## src/rtl/atb_pad_sequencer.sv

```systemverilog
// Analog test bus pad sequencer: one-hot switch enables with break-before-make and settle timing.
// Optional pad-net discharge during dead time when ATB_PAD_DISCHARGE_EN is defined.
module atb_pad_sequencer #(
    parameter int unsigned N_CH       = 8,
    parameter int unsigned CW         = 3,
    parameter int unsigned BBM_CYC    = 4,
    parameter int unsigned SETTLE_CYC = 16
) (
    input  logic            clk,
    input  logic            reset,
    input  logic            req_valid,
    input  logic [CW:0]     req_ch,
    output logic            req_ready,
    output logic [N_CH-1:0] sw_en,
    output logic            gnd_en,
    output logic [CW:0]     cur_ch,
    output logic            busy,
    output logic            settled
);

    localparam int unsigned CNT_MAX = (BBM_CYC > SETTLE_CYC) ? BBM_CYC : SETTLE_CYC;
    localparam int unsigned CNT_W   = $clog2(CNT_MAX + 1);

    localparam logic [CW:0]      CH_NONE     = (CW+1)'(N_CH);
    localparam logic [CNT_W-1:0] BBM_LOAD    = CNT_W'(BBM_CYC - 1);
    localparam logic [CNT_W-1:0] SETTLE_LOAD = CNT_W'(SETTLE_CYC - 1);

    typedef enum logic [1:0] {StIdle, StBreak, StSettle, StActive} state_t;

    state_t            state_q, state_d;
    logic [CNT_W-1:0]  cnt_q, cnt_d;
    logic [N_CH-1:0]   sw_en_q, sw_en_d;
    logic [CW:0]       cur_ch_q, cur_ch_d;
    logic              settled_q, settled_d;
    logic              gnd_en_q, gnd_en_d;

    always_ff @(posedge clk) begin
        if (reset) begin
            state_q   <= StIdle;
            cnt_q     <= '0;
            sw_en_q   <= '0;
            cur_ch_q  <= CH_NONE;
            settled_q <= 1'b0;
            gnd_en_q  <= 1'b0;
        end else begin
            state_q   <= state_d;
            cnt_q     <= cnt_d;
            sw_en_q   <= sw_en_d;
            cur_ch_q  <= cur_ch_d;
            settled_q <= settled_d;
            gnd_en_q  <= gnd_en_d;
        end
    end

    always_comb begin
        state_d   = state_q;
        cnt_d     = cnt_q;
        sw_en_d   = sw_en_q;
        cur_ch_d  = cur_ch_q;
        settled_d = settled_q;

        unique case (state_q)
            StIdle, StActive: begin
                if (req_valid) begin
                    if (req_ch >= CH_NONE) begin
                        // Disconnect still takes the full dead time so the pad net sees a clean break.
                        sw_en_d   = '0;
                        cur_ch_d  = CH_NONE;
                        settled_d = 1'b0;
                        cnt_d     = BBM_LOAD;
                        state_d   = StBreak;
                    end else if (state_q == StIdle || req_ch != cur_ch_q) begin
                        sw_en_d   = '0;
                        cur_ch_d  = req_ch;
                        settled_d = 1'b0;
                        cnt_d     = BBM_LOAD;
                        state_d   = StBreak;
                    end
                end
            end
            StBreak: begin
                if (cnt_q == '0) begin
                    if (cur_ch_q == CH_NONE) begin
                        state_d = StIdle;
                    end else begin
                        for (int i = 0; i < int'(N_CH); i++) begin
                            sw_en_d[i] = (cur_ch_q == (CW+1)'(i));
                        end
                        cnt_d   = SETTLE_LOAD;
                        state_d = StSettle;
                    end
                end else begin
                    cnt_d = cnt_q - CNT_W'(1);
                end
            end
            StSettle: begin
                if (cnt_q == '0) begin
                    settled_d = 1'b1;
                    state_d   = StActive;
                end else begin
                    cnt_d = cnt_q - CNT_W'(1);
                end
            end
            default: begin
                sw_en_d = '0;
                state_d = StIdle;
            end
        endcase

`ifdef ATB_PAD_DISCHARGE_EN
        gnd_en_d = (state_d == StBreak);
`else
        gnd_en_d = 1'b0;
`endif
    end

    assign busy      = (state_q == StBreak) || (state_q == StSettle);
    assign req_ready = !busy;
    assign sw_en     = sw_en_q;
    assign gnd_en    = gnd_en_q;
    assign cur_ch    = cur_ch_q;
    assign settled   = settled_q;

endmodule

```

## config.mk

```make
export PLATFORM = sky130hd
export DESIGN_NAME = atb_pad_sequencer
export DESIGN_NICKNAME = d
export VERILOG_FILES = /design/src/rtl/atb_pad_sequencer.sv
export SDC_FILE = /design/constraint.sdc
export NUM_CORES = 1
export LEC_CHECK = 0
export CAP_MARGIN = 15
export CORE_MARGIN = 4
export CORE_UTILIZATION = 34
export DETAILED_ROUTE_END_ITERATION = 7
export GPL_TIMING_DRIVEN = 0
export PLACE_DENSITY_LB_ADDON = 0.3
export SETUP_SLACK_MARGIN = 0.05
export SLEW_MARGIN = 20
export SYNTH_ARGS = -nofsm -noshare
export SYNTH_HDL_FRONTEND = slang
export SYNTH_SLANG_ARGS = --single-unit
```

## constraint.sdc

```tcl
create_clock -name clk -period 5.31 [get_ports clk]
set_clock_uncertainty 0.1 [all_clocks]
set_input_delay 0.531 -clock clk [delete_from_list [all_inputs] [get_ports clk]]
set_output_delay 0.531 -clock clk [all_outputs]
set_load 0.01 [all_outputs]
```

==> summary.md <==
| Metric | Value |
|---|---|
| Status | `finished, final reports clean` |
| Die W | `68.0 um` |
| CTS tree | `yes` |
| DRT iter0 DRCs | `10` |
| Final #Nets | `168` |
| Mux share of post-synthesis cell area | `0.0246` |
| Yosys cell types | `46` |
| Critical Path Source Type | `flip-flop` |
| Final Cycle Share | `0.461` |
| Count of hold buffers inserted by post-cts repair | `0` |
| Placed insts | `197` |
| Worst Path Max Fanout | `10` |
| Synthesis-to-finish area growth | `25.4%` |
| Finish-stage setup viols | `0` |
| RSZ-0062 raised after global routing | `false` |
| DIE AREA | `0.00462 sq mm` |
| Worst r2r src | `state_q[0]` |
| Rows | `21` |
| Seq/Total Area, Yosys | `0.328` |
| CP required | `4.68 ns` |
| Ys flop type | `dfxtp_1` |
| Synth Instances | `131` |
| First-pass GRT wire length | `4.50 mm` |
| WHS | `0.371 ns` |
| Vias in the first global route | `1,007` |
| GRT Resource Usage Total | `0.126` |
| Adder and majority cell fraction of the synthesized area | `0.0512` |
| Largest net degree at the start of global routing | `13` |
| Worst-path clk slew | `0.11 ns` |
| R2r setup slk | `2.91 ns` |
| Drt total wl | `2.67 mm` |
| Clk_lat worst skew | `0.29 ns` |
| WHS Path Cells | `2` |
| Critical Path Max Stage Delay | `0.52 ns` |
| CP max stage cell | `clkdlybuf4s50_1` |
| Critical-path cell list | `inv_1, ha_1, buf_6, inv_1, clkdlybuf4s50_1` |
| Crit path top cell by count | `inv_1` |
| Number of flops mapped to enable cells by yosys | `0` |
| Num ports | `23` |
| Worst Path Arrival | `1.82 ns` |
| DR DRC count | `0` |
| Core footprint | `0.00342 sq mm` |
| CTS buffer count | `3` |
| CP Class | `reg2out` |
| Worst hold-check path type | `reg2reg` |
| Post-Syn Nets | `143` |
| Fin. max-slew vios | `0` |
| Worst slew margin | `0.634` |
| Mapped Area | `0.00122 sq mm` |
| Max Freq | `0.408 GHz` |
| Postcts setup bufs | `0` |
| Fraction of layout cells with a size suffix above 1 | `0.168` |
| DR WL/cell | `13.3 um` |
| DRT antenna net count | `0` |
| Reg2reg path depth | `8` |
| Routability cong. | `0.755` |
| Bufs on Longest Clock Path | `2` |
| Pre-Repair DR Iteration Count | `4` |
| Port bufs | `20` |
| Leakage | `0.000532 uW` |
| Detailed Place HPWL | `2.02 mm` |
| Final worst path period need | `2.45 ns` |
| Post-synthesis register bit count | `20` |
| Worst-margin pin slew | `0.541 ns` |
| CTS Sinks | `20` |
| Syn Area/Cell | `9.33 sq um` |
| R2R Path End | `sw_en[1]` |
| Largest family of logic cells by synthesized area | `compound AO/OA/AOI/OAI gates` |
| Initial Utilization | `0.358` |
| Antenna cells | `0` |
| Setup_tns | `0 ns` |
| Post-cts gate resize count | `0` |
| Initial antenna violation count | `0` |
| Hold Path End | `cnt_q[4]` |
| Most frequent cells in the layout | `dfxtp_1 (20), clkdlybuf4s50_1 (20), inv_1 (12)` |
| Fraction of registers with async set/reset | `0` |
| Via/cell ratio | `5.21` |
| Final Hold Fails | `0` |
| Yosys Warn Count | `0` |
| Pwr dens | `478 mW/mm^2` |
| Routed vias | `1,048` |
| Simple-gate portion of the synthesized area | `0.198` |
| Total grt overflow | `0` |
| H-tree Lvls | `1` |
| Max rail drop VDD | `291 uV` |
| DIE HEIGHT | `68.0 um` |
| Max-cap viol count | `0` |
| Crit end category | `output pin` |
| Core Util, Final | `0.449` |
| Total power | `732 uW` |
| Finished Layout Cells | `201` |
| Synth Area in Compound Gates | `0.272` |
| Hold_sp | `cnt_q[4]` |
| Root Buffer | `clkbuf_4` |
| Synth Area in XOR/XNOR | `0.0287` |
flip-flops by register name (all words and copies together) (netlist names):
signal,cells
state_q,2
cnt_q,5
cur_ch,4
sw_en,8
settled,1
worst max-delay path: cells and delay by family (launching register included):
family,cells,cell delay [ns]
fa+ha+maj,1,0.32
flops,1,0.40
buf+inv,4,0.81
report_power, final:
part | internal, uW | switching (uW)
logic | 184 | 227
registers | 175 | 24.6
clock network | 76.2 | 45.6
total | 435 | 297
cells by family (layout without fill, tap and decap cells):
logic type,count (synthesis),count (layout)
buffers and inverters,21,45
XOR/XNOR,4,4
flip-flops,20,20
adder cells (fa/ha/maj),5,5
AND/OR/NAND/NOR,36,36
other,1,1
AO/OA/AOI/OAI,41,41
multiplexers,3,3
synthesized netlist by cell type (2+ instances only):
| cell | count | area share |
|---|---|---|
| nor2_1 | 3 | 0.0092 |
| a221oi_1 | 2 | 0.014 |
| a21oi_1 | 10 | 0.041 |
| nand3b_1 | 5 | 0.031 |
| nand2b_1 | 9 | 0.046 |
| nand2_1 | 3 | 0.0092 |
| xnor2_1 | 3 | 0.021 |
| mux2i_1 | 3 | 0.025 |
| or4_1 | 2 | 0.012 |
| o41ai_2 | 2 | 0.027 |
| inv_1 | 12 | 0.037 |
| nor3_1 | 4 | 0.016 |
| o21ai_0 | 6 | 0.025 |
| buf_6 | 3 | 0.028 |
| a211o_2 | 6 | 0.049 |
| o31ai_1 | 4 | 0.025 |
| clkbuf_1 | 2 | 0.0061 |
| dfxtp_1 | 20 | 0.33 |
| ha_1 | 5 | 0.051 |
worst max-delay path by stage:
stage	from	to	slack, ns	cells past startpoint
3_3_place_gp	req_ch[3]	sw_en[1]	2.83	6
2_1_floorplan	state_q[0]	sw_en[1]	3.11	8
4_1_cts	state_q[0]	req_ready	2.84	5
3_5_place_dp	req_ch[3]	sw_en[1]	2.80	6
6_report	state_q[0]	req_ready	2.86	5
5_1_grt	state_q[0]	req_ready	2.75	5
metrics by stage:
step	setup slack (ns)	area (sq um)
2_1_floorplan	3.11	1220
5_1_grt	2.75	1530
6_report	2.86	1530
3_3_place_gp	2.83	1480
4_1_cts	2.84	1530
3_5_place_dp	2.80	1480
layout make-up:
cell class              count  area, sq um
plain buffers               8         67.6
clock inverters             1         30.0
inverters                  13         48.8
repair buffers             20          200
fillers                   339         1880
clock buffers               3         22.5
well taps                  46         57.6
multi-input cells          90          706
flip-flops and latches     20          400
routing by layer:
layer,share of wire,vias up,global-route usage
li1,-,530,-
met1,0.46,499,0.153
met2,0.50,17,0.221
met3,0.036,2,0.0181
met4,0.0094,0,0.0521
met5,0,-,0
(Power assumes the default switching activity.)
